### src/rtl/reg_write_arbiter_pkg.sv
// Shared constants for the accumulator processor write-back stage:
// register and source indices, reset values and default widths.
package reg_write_arbiter_pkg;

  localparam int DEF_DATA_W = 32;
  localparam int DEF_FLAG_W = 3;
  localparam int DEF_NUM_REGS = 5;
  localparam int DEF_NUM_SRC = 4;
  localparam int DEF_STARVE_LIMIT = 4;

  localparam int ACC_IDX = 0;
  localparam int X_IDX = 1;
  localparam int Y_IDX = 2;
  localparam int SP_IDX = 3;
  localparam int SR_IDX = 4;

  localparam int SP_RESET = 9497;

  localparam int SRC_ALU = 0;
  localparam int SRC_MEM = 1;
  localparam int SRC_XFER = 2;
  localparam int SRC_INPUT = 3;

endpackage

### src/rtl/reg_write_arbiter_if.sv
// Write-request bus shared by all write sources: per-source valid, dest and
// data from the sources, one-hot ready back from the arbiter.
interface reg_write_arbiter_if #(
  parameter int NUM_SRC = 4,
  parameter int IDX_W   = 3,
  parameter int DATA_W  = 32
);

  logic [NUM_SRC-1:0]        src_valid;
  logic [NUM_SRC-1:0]        src_ready;
  logic [NUM_SRC*IDX_W-1:0]  src_dest;
  logic [NUM_SRC*DATA_W-1:0] src_data;

  modport master (
    output src_valid,
    output src_dest,
    output src_data,
    input  src_ready
  );

  modport slave (
    input  src_valid,
    input  src_dest,
    input  src_data,
    output src_ready
  );

endinterface

### src/rtl/reg_write_arbiter_arb.sv
// Fixed-priority arbiter with per-source starvation counters; a source that
// has waited STARVE_LIMIT cycles jumps ahead of all unsaturated sources.
module starve_prio_arbiter #(
  parameter int NUM_SRC      = 4,
  parameter int STARVE_LIMIT = 4,
  parameter int SRC_W        = (NUM_SRC > 1) ? $clog2(NUM_SRC) : 1
) (
  input  logic               clock,
  input  logic               reset,
  input  logic [NUM_SRC-1:0] valid_i,
  output logic [NUM_SRC-1:0] grant_o,
  output logic [SRC_W-1:0]   grant_idx_o,
  output logic               grant_any_o
);

  localparam int CNT_W = $clog2(STARVE_LIMIT + 1);
  localparam logic [CNT_W-1:0] CNT_MAX = CNT_W'(STARVE_LIMIT);

  logic [CNT_W-1:0]   cnt_q [NUM_SRC];
  logic [CNT_W-1:0]   cnt_d [NUM_SRC];
  logic [NUM_SRC-1:0] starved;
  logic [NUM_SRC-1:0] candidates;

  // Saturated requesters form the candidate set when any exist; the
  // descending scan leaves the lowest-indexed candidate as the winner.
  always_comb begin
    starved     = '0;
    grant_o     = '0;
    grant_idx_o = '0;
    grant_any_o = 1'b0;
    for (int i = 0; i < NUM_SRC; i++) begin
      starved[i] = valid_i[i] && (cnt_q[i] == CNT_MAX);
    end
    candidates = (|starved) ? starved : valid_i;
    for (int i = NUM_SRC - 1; i >= 0; i--) begin
      if (candidates[i]) begin
        grant_o     = '0;
        grant_o[i]  = 1'b1;
        grant_idx_o = SRC_W'(i);
        grant_any_o = 1'b1;
      end
    end
  end

  always_comb begin
    for (int i = 0; i < NUM_SRC; i++) begin
      cnt_d[i] = cnt_q[i];
      if (!valid_i[i] || grant_o[i]) begin
        cnt_d[i] = '0;
      end else if (cnt_q[i] != CNT_MAX) begin
        cnt_d[i] = cnt_q[i] + CNT_W'(1);
      end
    end
  end

  always_ff @(posedge clock or posedge reset) begin
    if (reset) begin
      for (int i = 0; i < NUM_SRC; i++) begin
        cnt_q[i] <= '0;
      end
    end else begin
      for (int i = 0; i < NUM_SRC; i++) begin
        cnt_q[i] <= cnt_d[i];
      end
    end
  end

endmodule

### src/rtl/reg_write_arbiter.sv
// Register-file write-back stage: arbitrates one write per cycle among the
// sources, owns the architectural registers and reports each commit.
module reg_write_arbiter #(
  parameter int DATA_W       = reg_write_arbiter_pkg::DEF_DATA_W,
  parameter int NUM_REGS     = reg_write_arbiter_pkg::DEF_NUM_REGS,
  parameter int IDX_W        = $clog2(NUM_REGS),
  parameter int NUM_SRC      = reg_write_arbiter_pkg::DEF_NUM_SRC,
  parameter int FLAG_W       = reg_write_arbiter_pkg::DEF_FLAG_W,
  parameter int SP_IDX       = reg_write_arbiter_pkg::SP_IDX,
  parameter int SR_IDX       = reg_write_arbiter_pkg::SR_IDX,
  parameter int SP_RESET     = reg_write_arbiter_pkg::SP_RESET,
  parameter int STARVE_LIMIT = reg_write_arbiter_pkg::DEF_STARVE_LIMIT
) (
  input  logic                       clock,
  input  logic                       reset,
  reg_write_arbiter_if.slave         wr,
  input  logic                       flag_we,
  input  logic [FLAG_W-1:0]          flag_in,
  output logic [NUM_REGS*DATA_W-1:0] regs_flat,
  output logic [DATA_W-1:0]          status,
  output logic                       commit_valid,
  output logic [IDX_W-1:0]           commit_dest,
  output logic [$clog2(NUM_SRC)-1:0] commit_src
);

  import reg_write_arbiter_pkg::*;

  localparam int SRC_W = $clog2(NUM_SRC);

  logic [NUM_SRC-1:0] grant;
  logic [SRC_W-1:0]   grant_idx;
  logic               grant_any;

  logic [IDX_W-1:0]   sel_dest;
  logic [DATA_W-1:0]  sel_data;

  logic [DATA_W-1:0]  regs_q [NUM_REGS];
  logic [DATA_W-1:0]  regs_d [NUM_REGS];
  logic               commit_valid_q;
  logic [IDX_W-1:0]   commit_dest_q;
  logic [SRC_W-1:0]   commit_src_q;

  starve_prio_arbiter #(
    .NUM_SRC      (NUM_SRC),
    .STARVE_LIMIT (STARVE_LIMIT),
    .SRC_W        (SRC_W)
  ) u_arb (
    .clock       (clock),
    .reset       (reset),
    .valid_i     (wr.src_valid),
    .grant_o     (grant),
    .grant_idx_o (grant_idx),
    .grant_any_o (grant_any)
  );

  assign wr.src_ready = grant;

  // Data and dest feed only the register update, never the grant.
  always_comb begin
    sel_dest = '0;
    sel_data = '0;
    for (int i = 0; i < NUM_SRC; i++) begin
      if (grant[i]) begin
        sel_dest = wr.src_dest[i*IDX_W +: IDX_W];
        sel_data = wr.src_data[i*DATA_W +: DATA_W];
      end
    end
  end

  // The full write is applied after the flag update so it wins a collision;
  // an out-of-range dest matches no register and changes nothing.
  always_comb begin
    for (int r = 0; r < NUM_REGS; r++) begin
      regs_d[r] = regs_q[r];
    end
    if (flag_we) begin
      regs_d[SR_IDX][FLAG_W-1:0] = flag_in;
    end
    for (int r = 0; r < NUM_REGS; r++) begin
      if (grant_any && (sel_dest == IDX_W'(r))) begin
        regs_d[r] = sel_data;
      end
    end
  end

  always_ff @(posedge clock or posedge reset) begin
    if (reset) begin
      for (int r = 0; r < NUM_REGS; r++) begin
        regs_q[r] <= (r == SP_IDX) ? DATA_W'(SP_RESET) : '0;
      end
      commit_valid_q <= 1'b0;
      commit_dest_q  <= '0;
      commit_src_q   <= '0;
    end else begin
      for (int r = 0; r < NUM_REGS; r++) begin
        regs_q[r] <= regs_d[r];
      end
      commit_valid_q <= grant_any;
      if (grant_any) begin
        commit_dest_q <= sel_dest;
        commit_src_q  <= grant_idx;
      end
    end
  end

  for (genvar r = 0; r < NUM_REGS; r++) begin : g_flat
    assign regs_flat[r*DATA_W +: DATA_W] = regs_q[r];
  end

  assign status       = regs_q[SR_IDX];
  assign commit_valid = commit_valid_q;
  assign commit_dest  = commit_dest_q;
  assign commit_src   = commit_src_q;

endmodule

### src/flat_wrapper.sv
// flat-port wrapper written by rule: the top's interface ports become plain ports
module reg_write_arbiter_flat import reg_write_arbiter_pkg::*;
#(
  parameter int DATA_W       = reg_write_arbiter_pkg::DEF_DATA_W,
  parameter int NUM_REGS     = reg_write_arbiter_pkg::DEF_NUM_REGS,
  parameter int IDX_W        = $clog2(NUM_REGS),
  parameter int NUM_SRC      = reg_write_arbiter_pkg::DEF_NUM_SRC,
  parameter int FLAG_W       = reg_write_arbiter_pkg::DEF_FLAG_W,
  parameter int SP_IDX       = reg_write_arbiter_pkg::SP_IDX,
  parameter int SR_IDX       = reg_write_arbiter_pkg::SR_IDX,
  parameter int SP_RESET     = reg_write_arbiter_pkg::SP_RESET,
  parameter int STARVE_LIMIT = reg_write_arbiter_pkg::DEF_STARVE_LIMIT
)
  (clock, reset, flag_we, flag_in, regs_flat, status, commit_valid, commit_dest, commit_src, wr_src_valid, wr_src_dest, wr_src_data, wr_src_ready);
  reg_write_arbiter_if #(.NUM_SRC(NUM_SRC), .IDX_W(IDX_W), .DATA_W(DATA_W)) wr_i ();
  input  logic clock;
  input  logic reset;
  input  logic flag_we;
  input  logic [FLAG_W-1:0] flag_in;
  output logic [NUM_REGS*DATA_W-1:0] regs_flat;
  output logic [DATA_W-1:0] status;
  output logic commit_valid;
  output logic [IDX_W-1:0] commit_dest;
  output logic [$clog2(NUM_SRC)-1:0] commit_src;
  input wire logic [$bits(wr_i.src_valid)-1:0] wr_src_valid;
  input wire logic [$bits(wr_i.src_dest)-1:0] wr_src_dest;
  input wire logic [$bits(wr_i.src_data)-1:0] wr_src_data;
  output wire logic [$bits(wr_i.src_ready)-1:0] wr_src_ready;
  assign wr_i.src_valid = wr_src_valid;
  assign wr_i.src_dest = wr_src_dest;
  assign wr_i.src_data = wr_src_data;
  assign wr_src_ready = wr_i.src_ready;
  reg_write_arbiter #(.DATA_W(DATA_W), .NUM_REGS(NUM_REGS), .IDX_W(IDX_W), .NUM_SRC(NUM_SRC), .FLAG_W(FLAG_W), .SP_IDX(SP_IDX), .SR_IDX(SR_IDX), .SP_RESET(SP_RESET), .STARVE_LIMIT(STARVE_LIMIT)) u_core (.clock(clock), .reset(reset), .wr(wr_i), .flag_we(flag_we), .flag_in(flag_in), .regs_flat(regs_flat), .status(status), .commit_valid(commit_valid), .commit_dest(commit_dest), .commit_src(commit_src));
endmodule
### config.mk
export PLATFORM = sky130hd
export DESIGN_NAME = reg_write_arbiter_flat
export DESIGN_NICKNAME = d
export VERILOG_FILES = /design/src/rtl/reg_write_arbiter_pkg.sv /design/src/rtl/reg_write_arbiter_if.sv /design/src/rtl/reg_write_arbiter_arb.sv /design/src/rtl/reg_write_arbiter.sv /design/src/flat_wrapper.sv
export SDC_FILE = /design/constraint.sdc
export NUM_CORES = 1
export LEC_CHECK = 0
export ABC_CLOCK_PERIOD_IN_PS = 7300
export BUFFER_PORTS_ARGS = -buffer_cell sky130_fd_sc_hd__buf_2
export CORE_AREA = 2 2 136 138
export CTS_BUF_LIST = sky130_fd_sc_hd__clkbuf_8
export CTS_CLUSTER_DIAMETER = 30
export CTS_CLUSTER_SIZE = 25
export DETAILED_ROUTE_END_ITERATION = 8
export DIE_AREA = 0 0 138 140
export PLACE_DENSITY = 0.77
export SYNTH_ARGS = -nofsm -noshare
export SYNTH_HDL_FRONTEND = slang
export SYNTH_SLANG_ARGS = --single-unit
### constraint.sdc
create_clock -name clock -period 7.3 [get_ports clock]
set_input_delay 0.365 -clock clock [delete_from_list [all_inputs] [get_ports clock]]
set_output_delay 0.365 -clock clock [all_outputs]
set_load 0.005 [all_outputs]
==> summary.txt, run 1 <==
Clocking
  – Post-CTS Hold Buffers: 0
  – Largest buffer count on any clock path: 2
  – H-tree Lvls: 4
  – Post-CTS setup buffer count: 0
  – CTS Sinks: 178
  – # resized after CTS: 0
  – CTS Buf Count: 17
  – TritonCTS clock tree: yes
  – Clock Tree Root: clkbuf_8
  – Worst skew pair latency: 0.46 ns
  – Clk pin slew, worst setup/hold paths: 0.10 ns

Routing
  – Via count: 6400
  – DRT iter0 DRCs: 426
  – Post-route DRC: 0
  – Vias per std cell: 5.43
  – Drt wl/cell: 19.7 um
  – Detailed-router iteration count before antenna repair: 6
  – Routed Antenna Nets: 0
  – Total Routed Length: 23300 um

Setup path
  – Maximum fanout along the worst path: 35
  – Max stage delay on crit path: 0.90 ns
  – WP data arrival: 4.59 ns
  – CP max stage cell: nor4b_4
  – Largest delay contributor family on the critical path: simple AND/OR/NAND/NOR gates
  – Critical path type: flop to flop
  – Crit. End Element: flop
  – Critical path buffer and inverter count: 2
  – Crit path cell chain: inv_1 > ha_1 > and3_1 > o31ai_1 > and2_2 > a221oi_2 > nor4b_4 > buf_4 > mux2_1
  – Required time worst endpoint: 7.64 ns
  – CP Launch Type: flop

GRT
  – Largest net degree at the start of global routing: 97
  – Vias in the first global route: 6438
  – Gr usage total: 23.9%
  – Initial antenna violation count: 1
  – Grt total ovfl: 0
  – Global-route wire length before repair: 36200 um

Synthesis
  – Register area share after synthesis: 55.3%
  – Synthesized Nets: 783
  – Yosys warns: 0
  – Post-synth EDFFs: 0
  – Main flop type after synthesis: dfrtp_1
  – Ys async rst share: 100%
  – Syn avg cell area: 12.9 sq um
  – Post-Synthesis Cell Area: 0.00807 sq mm
  – Cell count after synthesis: 625
  – Seq cells post-synth: 178
  – Yosys cell types: 41

STA
  – Final setup fails: 0
  – Final hold vios: 0
  – RSZ-0062 raised after global routing: no
  – Slew Viols, Final: 0
  – FMAX: 235 MHz
  – Worst Skew: 0.0220 ns
  – Fin crit period: 4.25 ns
  – Final critical-path share of the clock period: 58.3%
  – Worst Tran Pin Value: 1.03 ns
  – TNS Setup: 0 ns
  – Relative slew slack: 31.0%

Finish
  – Share of layout cells above drive strength 1: 56.8%
  – Commonest non-fill, non-tap cell in the layout: buf_2
  – Layout Nets: 1094
  – Leading cell types in the layout, fill and taps excluded: buf_2 (351), dfrtp_1 (172), mux2_2 (129), nor2_1 (45), mux2_1 (34)
  – Final core utilization: 57.3%
  – Synthesis-to-finish area growth: 26.2%

Die
  – # rows: 49
  – Die Height: 140 um
  – DIE WIDTH: 138 um
  – I/O pin cnt: 352
  – Starting density of the core: 45.4%
  – Core Footprint: 0.0178 sq mm
  – Die Area: 0.0193 sq mm

Power
  – Sw Ratio: 33.5%
  – Total power per unit cell area: 345 mW/mm^2
  – Max VDD drop: 0.000220 V
  – Net Switching: 0.00118 W
  – P_leak: 5.13 nW
  – Register share of total power: 46.5%
  – Clock network fraction of design power: 18.5%
  – Combinational group share of total power: 35.0%
  – Cell-internal power: 0.00234 W

Job
  – Max-cap violations: 0

Place
  – Gpl congestion: 0.871
  – Port buffer count: 351
  – Post-DP HPWL: 16700 um

Status
  – Status: finished clean

Min path
  – Worst hold-check path type: input port to asynchronous set/reset pin
power by group through the flow:
stage | clock network, W | registers (W) | logic (W)
global placement | 0 | 0.00163 | 0.00122
CTS | 0.000671 | 0.00164 | 0.00125
finish | 0.000652 | 0.00164 | 0.00123
global route | 0.000710 | 0.00169 | 0.00133
floorplan | 0 | 0.00167 | 0.000617
detailed placement | 0 | 0.00165 | 0.00125
cells in the mapped netlist, drive strengths merged (2+ instances only):
cell / number / area [sq um]
a222oi: 32 / 320
o32ai: 2 / 25.0
inv: 15 / 56.3
a21oi: 32 / 160
clkbuf: 19 / 71.3
o21ai: 7 / 35.0
nor4b: 2 / 47.6
a21o: 3 / 22.5
nor2: 45 / 169
nand2: 24 / 90.1
dfrtp: 172 / 4300
and3: 6 / 37.5
ha: 8 / 100
and2: 2 / 12.5
o31ai: 2 / 15.0
mux2: 163 / 1840
nand3: 7 / 35.0
dfstp: 6 / 158
nor3: 9 / 50.1
buf: 51 / 349
nand2b: 3 / 18.8
cells by family after synthesis:
kind of cell             after synthesis  share of synthesized area (%)
flip-flops                           178                           55.3
multiplexers                         164                           22.9
AND/OR/NAND/NOR                      102                           6.08
AO/OA/AOI/OAI                         87                           8.51
buffers and inverters                 85                           5.91
adder cells (fa/ha/maj)                8                           1.24
XOR/XNOR                               1                          0.109
flip-flops by register name, indices dropped and copies added (netlist names):
name                 flops
u_core.regs_flat       128
u_core.status           32
u_core.u_arb.cnt_q      12
u_core.commit_dest       3
u_core.commit_src        2
u_core.commit_valid      1
routing by layer:
metal	vias to the layer above	global-route usage, %	wire length [um]
met2	279	41.6	11900
li1	2871	-	-
met1	3224	29.3	9270
met3	26	6.22	1650
met5	-	0	0
met4	0	7.52	405
cell type report:
| class | instances | area (sq um) |
|---|---|---|
| diodes | 1 | 2.50 |
| clock buffers | 17 | 234 |
| clock inverters | 15 | 145 |
| fillers | 1497 | 7590 |
| inverters | 15 | 61.3 |
| multi-input cells | 362 | 3160 |
| flip-flops and latches | 178 | 4460 |
| well taps | 229 | 287 |
| repair buffers | 362 | 1840 |
final timing paths:
| kind | slack [ns] | start | depth (start not counted) | end |
|---|---|---|---|---|
| setup / recovery | 3.05 | u_core.u_arb.cnt_q[3] | 9 | u_core.status[15] |
| hold / removal | 0.04 | reset | 2 | u_core.regs_flat[14] |
| setup reg to reg | 3.05 | u_core.u_arb.cnt_q[3] | 9 | u_core.status[15] |
| hold reg to reg | 0.47 | u_core.u_arb.cnt_q[9] | 1 | u_core.u_arb.cnt_q[9] |
| max in group asynchronous | 5.68 | reset | 3 | u_core.commit_dest[1] |
| min in group clock | 0.21 | wr_src_valid[2] | 3 | u_core.u_arb.cnt_q[5] |
stage by stage:
| step | cells | cell area (sq um) | hold WS, ns | setup slack [ns] | power [W] |
|---|---|---|---|---|---|
| final | 1179 | 10200 | 0.0449 | 3.05 | 0.00352 |
| after global routing | 1178 | 10200 | 0.102 | 2.68 | 0.00373 |
| after detailed placement | 1146 | 9800 | 0.462 | 2.99 | 0.00290 |
| after floorplan | 625 | 8070 | 0.430 | 2.11 | 0.00228 |
| after global placement | 1146 | 9800 | 0.444 | 3.19 | 0.00285 |
| after CTS | 1178 | 10200 | 0.0650 | 2.96 | 0.00356 |
worst register-to-register path: cells and delay by family, from the launching register on:
family	cells	cell delay [ns]
DFF	1	0.43
buffers and inverters	2	0.54
adders and majority gates	1	0.18
and+or+nand+nor	3	1.82
muxes	1	0.37
AOI/OAI and AO/OA	2	0.80
Note: power is estimated with default switching activity, not from simulation.
==> run 2, diff against run 1 <==
- ABC_CLOCK_PERIOD_IN_PS: 7300 -> 3900
- CORE_AREA: 2 2 136 138 -> not set
- CORE_MARGIN: not set -> 2
- CORE_UTILIZATION: not set -> 45
- DIE_AREA: 0 0 138 140 -> not set
- PLACE_DENSITY: 0.77 -> 0.79
- clock period: 7.3 -> 3.9 ns (I/O delays scaled with it)
==> run 2 against run 1 <==
Core utilization grew 1.7 points. Hold slack lost 0.0096 ns. Worst setup slack lost 2.4 ns. Clock skew shrank 0.0018 ns. Critical path depth grew 1. Global-route usage shrank 0.34 points. Wire length shrank 2.0%. Clock power grew 87%. Die area shrank 1.6%. Final cell count grew 0.59%. Combinational power grew 86%. Critical path type unchanged.
==> summary.txt, run 2 (synthesis gave the netlist of run 1 again) <==
Setup path
  – Largest delay contributor family on the critical path: compound AO/OA/AOI/OAI gates
  – CP max stage cell: a2111oi_4
  – Crit path cell chain: inv_1 > ha_1 > a311o_1 > a2111oi_4 > buf_4 > nand2b_1 > o221a_2 > nor4b_4 > buf_4 > mux2_2
  – Crit path top cell by count: buf_4
  – Maximum fanout along the worst path: 20
  – Crit. End Element: flop
  – WP data arrival: 3.61 ns
  – Critical path type: flop to flop
  – Max stage delay on crit path: 0.43 ns
  – CP Launch Type: flop
  – Required time worst endpoint: 4.23 ns
  – Critical path buffer and inverter count: 3

Die
  – Die Area: 0.0190 sq mm
  – I/O pin cnt: 352
  – DIE WIDTH: 138 um
  – Core Footprint: 0.0174 sq mm
  – Die Height: 138 um
  – # rows: 48
  – Starting density of the core: 46.3%

STA
  – Final Worst Setup Slack: 0.625 ns
  – Worst Skew: 0.0201 ns
  – Slew Viols, Final: 0
  – Relative slew slack: 57.3%
  – Final critical-path share of the clock period: 84.0%
  – Worst Tran Pin Value: 0.640 ns
  – Final setup fails: 0
  – TNS Setup: 0 ns
  – Fin crit period: 3.28 ns
  – Final hold vios: 0
  – RSZ-0062 raised after global routing: no
  – FMAX: 305 MHz

Clocking
  – Largest buffer count on any clock path: 2
  – # resized after CTS: 0
  – Worst skew pair latency: 0.46 ns
  – CTS Buf Count: 17
  – H-tree Lvls: 4
  – CTS Sinks: 178
  – Clk pin slew, worst setup/hold paths: 0.10 ns
  – TritonCTS clock tree: yes
  – Clock Tree Root: clkbuf_8

Finish
  – Share of layout cells above drive strength 1: 56.9%
  – Fin cells: 1186
  – Fillers: 1425
  – Final core utilization: 59.0%
  – Commonest non-fill, non-tap cell in the layout: buf_2
  – Max FFs per register: 128
  – Leading cell types in the layout, fill and taps excluded: buf_2 (351), dfrtp_1 (172), mux2_2 (129), nor2_1 (45), mux2_1 (34)
  – Layout Nets: 1104
  – Synthesis-to-finish area growth: 27.3%

Power
  – P_leak: 5.19 nW
  – Total power per unit cell area: 639 mW/mm^2
  – Max VDD drop: 0.000348 V

GRT
  – Largest net degree at the start of global routing: 85
  – Gr usage total: 23.6%
  – Global-route wire length before repair: 33500 um
  – Initial antenna violation count: 2
  – Grt total ovfl: 0
  – Vias in the first global route: 6235

Routing
  – Detailed-router iteration count before antenna repair: 7
  – Routed Antenna Nets: 0
  – Total Routed Length: 22800 um
  – Via count: 6463
  – Drt wl/cell: 19.2 um
  – Vias per std cell: 5.45
  – DRT iter0 DRCs: 451
  – Post-route DRC: 0

Place
  – Port buffer count: 351
  – Post-DP HPWL: 16800 um
  – Setup WS pre-CTS: 0.647 ns
  – Gpl congestion: 0.890
  – Dpl cells: 1151

Job
  – Max-cap violations: 0

Min path
  – Worst hold-check path type: input port to flop

Status
  – Status: finished clean
## run 2: path summary, 6_finish.rpt
path                                               to             startpoint  slack (ns)  cells past startpoint
worst min register to register  u_core.u_arb.cnt_q[9]  u_core.u_arb.cnt_q[9]        0.48                      1
worst min-delay path            u_core.u_arb.cnt_q[5]        wr_src_valid[2]        0.04                      3
worst max-delay path             u_core.regs_flat[13]  u_core.u_arb.cnt_q[0]        0.62                     10
max in group asynchronous       u_core.regs_flat[106]                  reset        2.67                      4
worst max register to register   u_core.regs_flat[13]  u_core.u_arb.cnt_q[0]        0.62                     10
min in group asynchronous        u_core.regs_flat[92]                  reset        0.36                      3
## run 2: report_power, final
group	internal (W)	leakage [nW]	switching, W
registers	0.00263	2.18	0.000436
logic	0.00129	2.82	0.00100
clock network	0.000472	0.194	0.000743
total	0.00439	5.19	0.00218
## run 2: area by class of cell
type	instances	area, sq um	share of cell area (%)
Sequential cell	178	4460	43.4
Tap cell	225	282	2.74
Multi-Input combinational cell	362	3150	30.7
Antenna cell	2	5.00	0.0487
Clock inverter	15	139	1.35
Timing Repair Buffer	372	1940	18.9
Inverter	15	60.1	0.584
Clock buffer	17	234	2.28
## run 2: metrics by stage
stage	area, sq um	power (W)	hold WS (ns)
floorplan	8070	0.00427	0.330
global placement	9890	0.00532	0.314
detailed placement	9890	0.00542	0.315
CTS	10300	0.00663	0.00639
global route	10300	0.00698	0.0182
finish	10300	0.00657	0.0352
## run 2: repair_timing
item	CTS	global route
hold buffers	1	0
hold endpoints to repair	25	0
setup buffers	0	0
## run 2: worst min-delay path, cell delays in order
cell and delay (ns):
buf_2 0.15, o21ai_0 0.08, nor3_1 0.04
## run 2: per-layer routing
metal | GRT usage, % | up-vias | share of wire (%)
met5 | 0 | - | 0
met4 | 9.86 | 0 | 2.7
met3 | 5.52 | 43 | 8.0
met2 | 40.5 | 345 | 50
met1 | 28.5 | 3171 | 40
li1 | - | 2904 | -
==> run 3, diff against run 2 <==
- ABC_CLOCK_PERIOD_IN_PS: 3900 -> 2900
- clock period: 3.9 -> 2.9 ns (I/O delays scaled with it)
==> run 3 against run 2 <==
Critical path type unchanged. Critical path depth up 1. Die area unchanged. First-iteration DRC count down 14%. Final cell count up 2.9%. Global-route usage about the same. Fmax up 16%. Clock skew down 0.00073 ns. Clock-buffer cell count unchanged. Worst setup slack worse by 0.55 ns. Core utilization up 3.9 points.
==> summary.txt, run 3 (synthesis gave the netlist of run 1 again) <==
GRT
  – Gr usage total: 23.6%
  – Global-route wire length before repair: 33500 um
  – Initial antenna violation count: 1
  – Vias in the first global route: 6353
  – Grt total ovfl: 0
  – Largest net degree at the start of global routing: 179

Finish
  – Commonest non-fill, non-tap cell in the layout: buf_2
  – Layout Nets: 1139
  – Fillers: 1404
  – Share of layout cells above drive strength 1: 60.7%
  – Fin cells: 1220
  – Synthesis-to-finish area growth: 35.7%
  – Sequential cell area: 0.00446 sq mm
  – Max FFs per register: 128
  – Leading cell types in the layout, fill and taps excluded: buf_2 (351), dfrtp_1 (172), mux2_2 (128), nor2_1 (45), mux2_1 (34)
  – Multi-input logic area: 0.00328 sq mm
  – Final core utilization: 62.9%
  – Design area: 0.0110 sq mm

Routing
  – Vias per std cell: 5.49
  – Met2 WL: 12000 um
  – Met3 wire length: 1720 um
  – Via count: 6692
  – Met1 wire length: 9450 um
  – Routed Antenna Nets: 0
  – Post-route DRC: 0
  – Total Routed Length: 23900 um
  – DRT iter0 DRCs: 386
  – Top Metal Used: met4
  – Detailed-router iteration count before antenna repair: 7
  – Drt wl/cell: 19.6 um

Setup path
  – Required time worst endpoint: 3.25 ns
  – R2r setup slk: 0.08 ns
  – Crit. End Element: flop
  – CP Launch Type: flop
  – Maximum fanout along the worst path: 8
  – WP data arrival: 3.17 ns
  – Critical path buffer and inverter count: 4
  – CP max stage cell: dfrtp_1
  – Crit path cell chain: inv_1 > ha_2 > and3_4 > a2111oi_4 > buf_4 > a221o_1 > a221oi_4 > nor4b_4 > buf_6 > clkbuf_16 > mux2_2
  – RR Startpoint: u_core.u_arb.cnt_q[6]
  – Max stage delay on crit path: 0.42 ns
  – Critical path type: flop to flop
  – Largest delay contributor family on the critical path: compound AO/OA/AOI/OAI gates
  – CP startpoint: u_core.u_arb.cnt_q[6]

Job
  – Max-cap violations: 0

Place
  – Port buffer count: 351
  – Gpl congestion: 0.891
  – Post-DP HPWL: 16600 um
  – Dpl cells: 1169
  – Post-DP Area: 0.0101 sq mm

STA
  – FMAX: 354 MHz
  – RSZ-0062 raised after global routing: yes
  – Final hold vios: 0
  – Slew Viols, Final: 0
  – Worst Skew: 0.0194 ns
  – TNS Setup: 0 ns
  – Relative slew slack: 30.0%
  – Final setup fails: 0
  – Fin crit period: 2.82 ns
  – Worst Tran Pin Value: 1.05 ns
  – Final critical-path share of the clock period: 97.3%

Clocking
  – CTS Buf Count: 17
  – H-tree Lvls: 4
  – TritonCTS clock tree: yes
  – Clk pin slew, worst setup/hold paths: 0.09 ns
  – Largest buffer count on any clock path: 2
  – Clock Tree Root: clkbuf_8
  – Worst skew pair latency: 0.47 ns
  – CTS Sinks: 178

Die
  – I/O pin cnt: 352
  – # rows: 48
  – Die Height: 138 um
  – DIE WIDTH: 138 um
  – Core Footprint: 0.0174 sq mm
  – Die Area: 0.0190 sq mm
  – Starting density of the core: 46.3%

Power
  – P_leak: 5.47 nW
  – Max VDD drop: 0.000406 V
  – Tot Pwr: 0.00938 W
  – Total power per unit cell area: 856 mW/mm^2

Status
  – Status: finished clean

Min path
  – Worst hold-check path type: input port to flop
  – Hold Crit Start: wr_src_valid[3]
-- run 3: changes by cell type in the layout (fill, tap and decap cells not counted), moves of 4 or more --
cell,before,now
bufinv_16,0,5
buf_12,2,9
buf_6,0,5
clkbuf_16,0,4
a21oi_2,0,15
buf_4,18,32
a21oi_1,32,17
-- run 3: area by class of cell --
class / instances / area share [%]
flip-flops and latches: 178 / 40.7
multi-input cells: 362 / 29.9
repair buffers: 407 / 21.9
well taps: 225 / 2.57
clock buffers: 17 / 2.14
clock inverters: 15 / 2.10
inverters: 15 / 0.548
diodes: 1 / 0.0228
-- run 3: where the power goes --
group,internal [W],switching (W)
logic,0.00186,0.00141
registers,0.00354,0.000590
clock network,0.00104,0.000939
-- run 3: routing by layer --
metal / track usage, % / up-vias
met5: 0 / -
met3: 4.79 / 48
met4: 11.3 / 0
met1: 28.3 / 3346
li1: - / 2957
met2: 40.6 / 341
-- run 3: worst min-delay path: cells and delay by family --
kind          cells  cell delay, ns
buf+inv           1            0.16
simple gates      2            0.17
-- run 3: path summary, 6_finish.rpt --
check | endpoint | cells past startpoint
min reg2reg | u_core.u_arb.cnt_q[9] | 1
max reg2reg | u_core.regs_flat[22] | 11
max | u_core.regs_flat[22] | 11
min | u_core.u_arb.cnt_q[0] | 3
min in group asynchronous | u_core.regs_flat[63] | 4
max in group asynchronous | u_core.commit_dest[2] | 4
-- run 3: through the flow --
stage	setup slack, ns	hold WS (ns)
after detailed placement	-0.102	0.454
final	0.0782	0.0429
after global routing	-0.0405	0.0297
after global placement	-0.00530	0.448
after CTS	0.00136	0.000944
after floorplan	0.0169	0.280
-- run 3: timing repair --
item                                    CTS  global route
resized for setup                        17            33
endpoints found under the hold margin    22             0
endpoints found under the setup margin   83           158
hold buffers                              4             0
pin swaps                                 4             9
gates cloned                              0             5
setup buffers                             3             6
